**src/rtl/pipe_pkg.sv**
```systemverilog
// Shared pipeline-stage types: per-stage payload structs packed into pipe_stage_reg,
// their canonical bubble (NOP) values and a small occupancy helper.
// Stage registers are built with or without a skid buffer via PIPE_STAGE_SKID_EN.
package pipe_pkg;

    typedef enum logic [3:0] {
        AluAdd  = 4'd0,
        AluSub  = 4'd1,
        AluAnd  = 4'd2,
        AluOr   = 4'd3,
        AluXor  = 4'd4,
        AluSll  = 4'd5,
        AluSrl  = 4'd6,
        AluSra  = 4'd7,
        AluSlt  = 4'd8,
        AluSltu = 4'd9
    } alu_op_e;

    typedef enum logic [1:0] {
        MemByte = 2'd0,
        MemHalf = 2'd1,
        MemWord = 2'd2
    } mem_size_e;

    // Decode -> execute payload.
    typedef struct packed {
        logic [31:0] pc;
        logic [31:0] rs1_val;
        logic [31:0] rs2_val;
        logic [31:0] imm;
        alu_op_e     alu_op;
        logic        use_imm;
        logic        mem_re;
        logic        mem_we;
        mem_size_e   mem_size;
        logic        reg_we;
        logic [4:0]  rd;
    } id_ex_t;

    // Execute -> memory payload.
    typedef struct packed {
        logic [31:0] alu_res;
        logic [31:0] store_data;
        logic        mem_re;
        logic        mem_we;
        mem_size_e   mem_size;
        logic        reg_we;
        logic [4:0]  rd;
    } ex_mem_t;

    // Memory -> writeback payload.
    typedef struct packed {
        logic [31:0] wb_data;
        logic        reg_we;
        logic [4:0]  rd;
    } mem_wb_t;

    // All-zero payloads clear every write enable, so a bubble is a NOP in every stage.
    localparam id_ex_t  IdExBubble  = '0;
    localparam ex_mem_t ExMemBubble = '0;
    localparam mem_wb_t MemWbBubble = '0;

    // Number of live entries held by a stage (main register plus optional skid).
    function automatic logic [1:0] occ_count(input logic main_v, input logic skid_v);
        return {1'b0, main_v} + {1'b0, skid_v};
    endfunction

endpackage

```
**src/rtl/pipe_stage_reg_if.sv**
```systemverilog
// Valid/ready/data handshake bundle between two pipeline stages.
// The producer uses the master modport, the consumer the slave modport.
// Identical in both PIPE_STAGE_SKID_EN builds.
interface pipe_stage_reg_if #(
    parameter int unsigned DATA_W = 32
);

    logic              valid;
    logic              ready;
    logic [DATA_W-1:0] data;

    modport master (
        output valid,
        output data,
        input  ready
    );

    modport slave (
        input  valid,
        input  data,
        output ready
    );

endinterface

```
**src/rtl/pipe_skid_buf.sv**
```systemverilog
// Skid register plus the steering mux that selects what the main register loads.
// Only built when PIPE_STAGE_SKID_EN is defined; ready_o comes straight from a flop so
// downstream hazard logic never reaches the upstream stage combinationally.
`ifdef PIPE_STAGE_SKID_EN
module pipe_skid_buf
    import pipe_pkg::*;
#(
    parameter int unsigned       DATA_W     = 32,
    parameter logic [DATA_W-1:0] BUBBLE_VAL = '0
) (
    input  logic              clk,
    input  logic              rst_n,
    input  logic              flush_i,
    input  logic              valid_i,
    input  logic [DATA_W-1:0] data_i,
    input  logic              main_valid_i,
    input  logic              main_drain_i,
    output logic              ready_o,
    output logic              skid_valid_o,
    output logic              main_load_o,
    output logic [DATA_W-1:0] main_data_o
);

    logic              skid_valid_q;
    logic [DATA_W-1:0] skid_data_q;
    logic              accept;
    logic              to_skid;
    logic              from_skid;

    assign ready_o      = ~skid_valid_q;
    assign skid_valid_o = skid_valid_q;

    // Flush drops the offered beat even though ready_o may be high.
    assign accept    = valid_i & ~skid_valid_q & ~flush_i;
    assign to_skid   = accept & main_valid_i & ~main_drain_i;
    assign from_skid = skid_valid_q & main_drain_i;

    // Steering: a full skid always refills main first, so order is preserved.
    always_comb begin
        main_load_o = 1'b0;
        main_data_o = data_i;
        if (skid_valid_q) begin
            main_load_o = main_drain_i;
            main_data_o = skid_data_q;
        end else if (!main_valid_i || main_drain_i) begin
            main_load_o = accept;
        end
    end

    // Skid register: captures the one beat accepted while main is stalled.
    always_ff @(posedge clk or negedge rst_n) begin
        if (!rst_n) begin
            skid_valid_q <= 1'b0;
            skid_data_q  <= BUBBLE_VAL;
        end else if (flush_i) begin
            skid_valid_q <= 1'b0;
            skid_data_q  <= BUBBLE_VAL;
        end else if (to_skid) begin
            skid_valid_q <= 1'b1;
            skid_data_q  <= data_i;
        end else if (from_skid) begin
            skid_valid_q <= 1'b0;
        end
    end

endmodule
`endif

```
**src/rtl/pipe_stage_reg.sv**
```systemverilog
// Pipeline stage register: one packed payload with valid/ready handshake, flush-to-bubble
// and back-pressure. Define PIPE_STAGE_SKID_EN to add a skid register that makes ready
// a pure flop output (occupancy 0..2); otherwise ready is combinational from downstream.
module pipe_stage_reg
    import pipe_pkg::*;
#(
    parameter int unsigned       DATA_W     = 32,
    parameter logic [DATA_W-1:0] BUBBLE_VAL = '0
) (
    input  logic             clk,
    input  logic             rst_n,
    input  logic             flush_i,
    pipe_stage_reg_if.slave  up,
    pipe_stage_reg_if.master dn,
    output logic [1:0]       occ_o
);

    logic              valid_q;
    logic [DATA_W-1:0] data_q;
    logic              drain;
    logic              ready;
    logic              skid_valid;
    logic              main_load;
    logic [DATA_W-1:0] main_data;

    // An output presented during flush still counts as taken; downstream decides.
    assign drain = valid_q & dn.ready;

`ifdef PIPE_STAGE_SKID_EN
    pipe_skid_buf #(
        .DATA_W     (DATA_W),
        .BUBBLE_VAL (BUBBLE_VAL)
    ) u_skid (
        .clk          (clk),
        .rst_n        (rst_n),
        .flush_i      (flush_i),
        .valid_i      (up.valid),
        .data_i       (up.data),
        .main_valid_i (valid_q),
        .main_drain_i (drain),
        .ready_o      (ready),
        .skid_valid_o (skid_valid),
        .main_load_o  (main_load),
        .main_data_o  (main_data)
    );
`else
    assign skid_valid = 1'b0;
    assign ready      = ~valid_q | dn.ready;
    assign main_load  = up.valid & ready & ~flush_i;
    assign main_data  = up.data;
`endif

    assign up.ready = ready;
    assign dn.valid = valid_q;
    assign dn.data  = data_q;
    assign occ_o    = occ_count(valid_q, skid_valid);

    // Main register: flush dominates, then load, then drain to empty (data held).
    always_ff @(posedge clk or negedge rst_n) begin
        if (!rst_n) begin
            valid_q <= 1'b0;
            data_q  <= BUBBLE_VAL;
        end else if (flush_i) begin
            valid_q <= 1'b0;
            data_q  <= BUBBLE_VAL;
        end else if (main_load) begin
            valid_q <= 1'b1;
            data_q  <= main_data;
        end else if (drain) begin
            valid_q <= 1'b0;
        end
    end

endmodule

```
**src/flat_wrapper.sv**
```systemverilog
// flat-port wrapper written by rule: the top's interface ports become plain ports
module pipe_stage_reg_flat import pipe_pkg::*;
#(
    parameter int unsigned       DATA_W     = 32,
    parameter logic [DATA_W-1:0] BUBBLE_VAL = '0
)
  (clk, rst_n, flush_i, occ_o, up_valid, up_data, up_ready, dn_valid, dn_data, dn_ready);
  pipe_stage_reg_if #(.DATA_W(DATA_W)) up_i ();
  pipe_stage_reg_if #(.DATA_W(DATA_W)) dn_i ();
  input  logic clk;
  input  logic rst_n;
  input  logic flush_i;
  output logic [1:0] occ_o;
  input wire logic [$bits(up_i.valid)-1:0] up_valid;
  input wire logic [$bits(up_i.data)-1:0] up_data;
  output wire logic [$bits(up_i.ready)-1:0] up_ready;
  output wire logic [$bits(dn_i.valid)-1:0] dn_valid;
  output wire logic [$bits(dn_i.data)-1:0] dn_data;
  input wire logic [$bits(dn_i.ready)-1:0] dn_ready;
  assign up_i.valid = up_valid;
  assign up_i.data = up_data;
  assign up_ready = up_i.ready;
  assign dn_valid = dn_i.valid;
  assign dn_data = dn_i.data;
  assign dn_i.ready = dn_ready;
  pipe_stage_reg #(.DATA_W(DATA_W), .BUBBLE_VAL(BUBBLE_VAL)) u_core (.clk(clk), .rst_n(rst_n), .flush_i(flush_i), .up(up_i), .dn(dn_i), .occ_o(occ_o));
endmodule
```
**config.mk**
```make
export PLATFORM = sky130hd
export DESIGN_NAME = pipe_stage_reg_flat
export DESIGN_NICKNAME = d
export VERILOG_FILES = /design/src/rtl/pipe_pkg.sv /design/src/rtl/pipe_stage_reg_if.sv /design/src/rtl/pipe_skid_buf.sv /design/src/rtl/pipe_stage_reg.sv /design/src/flat_wrapper.sv
export SDC_FILE = /design/constraint.sdc
export NUM_CORES = 1
export LEC_CHECK = 0
export BUFFER_PORTS_ARGS = -buffer_cell sky130_fd_sc_hd__buf_4
export CORE_UTILIZATION = 50
export CTS_CLUSTER_SIZE = 24
export DETAILED_ROUTE_END_ITERATION = 6
export GPL_TIMING_DRIVEN = 0
export PLACE_DENSITY = 0.95
export SLEW_MARGIN = 40
export SYNTH_ARGS = -nofsm -noshare
export SYNTH_HDL_FRONTEND = slang
export SYNTH_HIERARCHICAL = 1
export SYNTH_SLANG_ARGS = --single-unit
```
**constraint.sdc**
```tcl
create_clock -name clk -period 1.86 [get_ports clk]
set_input_delay 0.279 -clock clk [delete_from_list [all_inputs] [get_ports clk]]
set_output_delay 0.279 -clock clk [all_outputs]
set_load 0.005 [all_outputs]
```
== Yosys cells after proc, flatten, opt, wreduce, memory -nomap -nowiden ==
Index checks and enable logic that the tools add are counted.
Widths: inputs -> output; s select.

* Register bits after elaboration: 33
* Bits of input ports: 37

* Muxes and demuxes: 5
* Bitwise logic cells: 6
* Reductions and logical operators: 2

{| class="wikitable"
|+ Operators by type and width
! kind !! count
|-
| $mux 32 || 2
|-
| $and 1x1->1 || 3
|-
| $mux 1 || 3
|-
| $reduce_bool 3->1 || 1
|-
| $not 1->1 || 2
|-
| $reduce_bool 2->1 || 1
|-
| $or 1x1->1 || 1
|}

== Longest topological paths before layout ==
* Word-level depth: 6
* Depth in mapped cells: 5
* Gate-level depth less buffers: 3

== Worst setup path before layout ==
No wires, ideal clock.

* Kind: flip-flop to flip-flop
* From: register u_core.valid_q (netlist: u_core/dn.valid)
* To: register u_core.data_q[15] (netlist: u_core/dn.data[15])
* Setup time: 0.076 ns
* Data arrival time: 1.013 ns
* Required time: 1.784 ns
* Slack: 0.771 ns
* Cell stages (with the launch flop): 6
* Path buffers: 2
* Period minus slack after synthesis: 1.089 ns
* Cells stage by stage: dfrtp_1 > nand2b_4 > buf_6 > buf_6 > a21bo_1 > a21oi_2

* Word-level cells in the longest chain between the ends: 5

{| class="wikitable"
|+ Ends and longest elaborated chain
! element !! RTL line !! RTL
|-
| start: declaration || pipe_stage_reg.sv:18 || <nowiki>logic valid_q;</nowiki>
|-
| start signal: assignment || pipe_stage_reg.sv:61 || <nowiki>valid_q <= 1'b0;</nowiki>
|-
| start signal: assignment || pipe_stage_reg.sv:64 || <nowiki>valid_q <= 1'b0;</nowiki>
|-
| start signal: assignment || pipe_stage_reg.sv:67 || <nowiki>valid_q <= 1'b1;</nowiki>
|-
| $not 1->1 || pipe_stage_reg.sv:48 || <nowiki>assign ready = ~valid_q | dn.ready;</nowiki>
|-
| $or 1x1->1 || pipe_stage_reg.sv:48 ||
|-
| $and 1x1->1 (2 in a row) || pipe_stage_reg.sv:49 || <nowiki>assign main_load = up.valid & ready & ~flush_i;</nowiki>
|-
| $reduce_bool 2->1 (no line) || -- ||
|-
| end signal: assignment || pipe_stage_reg.sv:68 || <nowiki>data_q <= main_data;</nowiki>
|-
| end: declaration || pipe_stage_reg.sv:19 || <nowiki>logic [DATA_W-1:0] data_q;</nowiki>
|}

No other way between the ends.
A chain may end at the register's enable or synchronous reset.

== Worst setup path after layout ==
* From: register u_core.valid_q (netlist: u_core/dn.valid)
* To: output port up_ready

* Word-level cells in the longest chain between the ends: 2

{| class="wikitable"
|+ Ends and longest elaborated chain
! element !! RTL line !! RTL
|-
| $not 1->1 || pipe_stage_reg.sv:48 ||
|-
| $or 1x1->1 || pipe_stage_reg.sv:48 ||
|-
| end: declaration || flat_wrapper.sv:16 || <nowiki>output wire logic [$bits(up_i.ready)-1:0] up_ready;</nowiki>
|}

No other way between the ends.

==> results by stage <==
Detailed routing:
- Wire segments on met3 add up to about 250 microns in the final route.
- The detailed router put a total of ~1.6 mm of wire on met1.
- The number of DRC markers in iteration 0 is 63.
- The number of remaining DRC errors is 0.
- For this block, the routed nets add up to between 3 and 4 mm of wire.
- Summed over all nets, wire length on met2 after detailed routing comes to 1.93 mm.
- The count of vias placed by the detailed router is between 1,000 and 1,500.
- The uppermost metal layer occupied by signal nets is met4.
- The post-detailed-route via-to-cell ratio is roughly 5.3.
- The first detailed-routing pass took 4 iterations.
- In the final routed layout, each cell accounts on average for between 10 and 15 microns.
- Once detail routing completed, the nets flagged for antenna violations numbered 0.

STA:
- The final worst-path cycle share is about nine tenths.
- The hold violation total from the final report was 0.
- The transition time at the pin with the least slew margin is between 0.5 and 0.6 ns.
- After routing, the total negative slack on setup checks comes to 0 ns.
- The final critical delay including setup and external delays is around 1.7 ns.
- Once routing completed, OpenROAD measured the worst setup slack at approximately 0.19 ns.
- The headroom to the max-slew limit is 60.8%.
- The highest clock rate is between 0.5 and 0.6 GHz.
- The final clock skew is between 0.005 and 0.006 ns.
- Setup repair after global routing left no endpoint under its margin.
- Setup violations remaining at the end of the flow were counted as 0.
- The final count of pins violating max slew is 0.

Status:
- The flow ran to the end, and the final reports show no timing, DRC or antenna violations.

Synthesis:
- The number of unique standard cell types used by synthesis is 14.
- After Yosys synthesis, and, or, nand and nor cells account for 10.7% of the synthesized area.
- The warning count from the yosys run is 6.
- The share of the yosys chip area belonging to registers is between 50% and 60%.
- The compound-gate portion of the synthesized area is a little under a third.
- Synthesis handed over a netlist of ~150 instances.
- The post-synthesis share of cell area spent on xor and xnor gates is 0%.
- When the netlist entered floorplanning its net count stood at between 150 and 200.
- The synthesized cell area is between 0.0015 and 0.002 sq mm.
- The dominant combinational cell family by area after synthesis is compound AO/OA/AOI/OAI gates.
- Of the post-synthesis cell area, the part taken by muxes is 0%.
- The register bit count reported by yosys is 33.
- In this run the mean area of a mapped cell was 10.6 sq um.
- The fraction of the mapped netlist area in adder cells is 0%.

Layout:
- The total number of nets in the final design is ~270.
- The library cell used most frequently in the layout, excluding fill and tap cells, is sky130_fd_sc_hd__buf_4.
- 0 antenna diodes ended up in the layout.
- The number of inserted filler cells in the final layout is 249.
- The top cell types in the final layout, fill and taps aside, are sky130_fd_sc_hd__buf_4, sky130_fd_sc_hd__dfrtp_1, sky130_fd_sc_hd__nand3_1.
- Relative to the synthesized area, the layout overhead comes to 40.1%.
- For this run, the number of standard cells in the final layout without fillers is about 280.
- The register area is about 830 sq um.
- The share of cells above drive strength 1 is 54.5%.
- In the final layout, the multi-input gates occupy between 600 and 700 sq um.

Setup path:
- Counting cells, the worst reg-to-reg path comes to 5.
- The worst setup path is of the reg -> out kind.
- Data on the critical path is required at its endpoint by 1.58 ns.
- The critical path contains buffers and inverters numbering 3 combined.
- At the worst endpoint, the arrival time is between 1 and 1.5 ns.
- Across all register-to-register paths, the minimum setup slack is 0.61 ns.
- In this run the worst setup path begins at u_core/dn.valid.
- In this run the critical register-to-register path is captured at u_core/dn.data[27].
- The slowest stage of the critical path is the sky130_fd_sc_hd__dfrtp_1 cell.
- The kind of end point of the critical path is a primary output.
- The startpoint identified for the worst register-to-register timing path is u_core/dn.valid.
- The maximum fanout along the worst path is 10.
- The sort of element at the start of the critical path is a flop.
- The largest single stage delay on the critical path is approximately 0.45 ns.
- Among cell families on the critical path, the largest total delay comes from buffers and inverters.
- The critical path goes through nand2b_4, buf_6, buf_2, buf_4.
- The critical path crosses 4 cells after its start point.
- The critical path ends at up_ready.

Pwr:
- The analysis attributes to cell leakage a power of around 0.0011 uW.
- The portion of total power attributed to the clock network is between 20% and 30%.
- The proportion of total power due to net switching is roughly 25%.
- The total internal power is about 1100 uW.
- In this run the power spent charging and discharging nets is 390 uW.
- The maximum resistive drop on vdd is approximately 0.46 mV.
- Of the total power, combinational logic draws between 10% and 20%.
- The total power after layout is roughly 1500 uW.
- The share of total power in sequential cells is slightly above 50%.
- The areal power density over the cells is about 670 mW/mm^2.

Clock network:
- Counting every sink on the clock net gives 33.
- The clock transition at the registers of the reported paths is 0.10 ns.
- The buffer depth of the longest clock path is 2.
- Post-CTS timing repair inserted 0 buffers for setup.
- In this run, CTS created clock tree buffers numbering 5.
- CTS built an H-tree with a depth of 2.
- At the later pin of the worst-skew pair, clock insertion delay measures 0.33 ns.
- The root buffer cell chosen for the clock tree is sky130_fd_sc_hd__clkbuf_4.
- TritonCTS built the clock tree.

Place:
- OpenSTA, run right after detailed placement, puts the worst setup slack at 0.557 ns.
- The placed wire-length estimate after detailed placement is between 2 and 3 mm.
- The global placer's final weighted congestion is 0.757.
- The count of input and output buffers is 69.
- The placed instance count is around 270.

Global routing:
- The first global-routing pass estimated 6.19 mm of wire.
- The final global-route overflow total is 0.
- In the global route stage, overall resource usage came out at 24.3%.
- The number of antenna violations at the first check in global routing is 0.
- The pin count of the biggest net entering global routing is 34.
- The via count of the first global-routing pass is 1,418.

Floorplanning:
- The number of placement rows is 20.
- For this configuration, the core starts out at a cell density of between 50% and 60%.
- During I/O placement, the number of pins put on the boundary was 73.
- The die is a little under 60 microns tall.
- The die covers 0.00349 sq mm.
- The die extent in x is 59.1 microns.
- The placeable core region is just over 0.003 sq mm.

Job:
- Across the run, the number of max-cap violations was 0.

Worst hold path:
- The min-delay analysis places its worst path in the category in -> reg.
[logic make-up after synthesis]
group	count (synthesis)
simple gates	33
buf+inv	21
compound gates	65
other cells	1
flops	33
[worst min-delay path by stage]
| stage | startpoint | to | slack, ns | cells past startpoint |
|---|---|---|---|---|
| finish | flush_i | u_core/dn.data[21] | 0.18 | 2 |
| global route | up_data[7] | u_core/dn.data[7] | 0.16 | 3 |
| CTS | flush_i | u_core/dn.data[21] | 0.17 | 2 |
| detailed placement | rst_n | u_core/dn.data[0] | 0.24 | 1 |
| global placement | rst_n | u_core/dn.data[29] | 0.24 | 1 |
| floorplan | rst_n | u_core/dn.data[0] | -0.02 | 0 |
[synthesized netlist by cell type]
library cell	n	area (sq um)
sky130_fd_sc_hd__clkbuf_2	1	5.00
sky130_fd_sc_hd__nand3_1	32	160
sky130_fd_sc_hd__buf_2	11	55.1
sky130_fd_sc_hd__nand2b_4	1	13.8
sky130_fd_sc_hd__conb_1	1	3.75
sky130_fd_sc_hd__buf_4	2	15.0
sky130_fd_sc_hd__buf_6	2	22.5
sky130_fd_sc_hd__clkbuf_1	4	15.0
sky130_fd_sc_hd__a21bo_1	6	60.1
sky130_fd_sc_hd__a21bo_2	26	260
sky130_fd_sc_hd__a21oi_1	27	135
sky130_fd_sc_hd__dfrtp_1	33	826
sky130_fd_sc_hd__inv_1	1	3.75
sky130_fd_sc_hd__a21oi_2	6	52.6
[sequential cells by signal (all words and copies together) (netlist names)]
name,count
u_core/dn.data,32
u_core/dn.valid,1
[metal layers]
layer  up-vias  track usage, %
li1        695               -
met1       700            28.6
met2        60            40.7
met3         9            7.42
met4         0            10.9
met5         -               0
[power by group through the flow]
stage | Clock [uW] | Sequential [uW] | Combinational (uW)
2_1_floorplan | 0 | 793 | 136
3_3_place_gp | 0 | 790 | 293
3_5_place_dp | 0 | 792 | 301
4_1_cts | 471 | 778 | 303
5_1_grt | 505 | 782 | 329
6_report | 457 | 778 | 300
[repair_timing]
action                    in CTS  in global routing
hold endpoints to repair      33                  0
resized for setup              0                  0
hold buffers                   1                  0
[worst register-to-register path: stages (launching register included)]
cell	delay, ns
sky130_fd_sc_hd__dfrtp_1	0.45
sky130_fd_sc_hd__nand2b_4	0.10
sky130_fd_sc_hd__buf_6	0.13
sky130_fd_sc_hd__buf_2	0.22
sky130_fd_sc_hd__nand3_1	0.12
sky130_fd_sc_hd__a21oi_1	0.14
[stage by stage]
step / hold slack, ns / utilization, % / area [sq um]
after detailed placement: 0.239 / 71.5 / 2200
after CTS: 0.167 / 74.1 / 2280
final: 0.184 / 74.1 / 2280
after global routing: 0.160 / 74.1 / 2280
after global placement: 0.239 / 71.5 / 2200
after floorplan: -0.0166 / - / 1630
[layout make-up]
cell class                      count  share of cell area, %
Multi-Input combinational cell     99                   30.1
Tap cell                           44                   2.41
Clock inverter                      1                  0.219
Inverter                            1                  0.165
Sequential cell                    33                   36.2
Clock buffer                        7                   2.85
Timing Repair Buffer               70                   23.1
Buffer                             20                   4.94
Note: power is estimated with default switching activity, not from simulation.
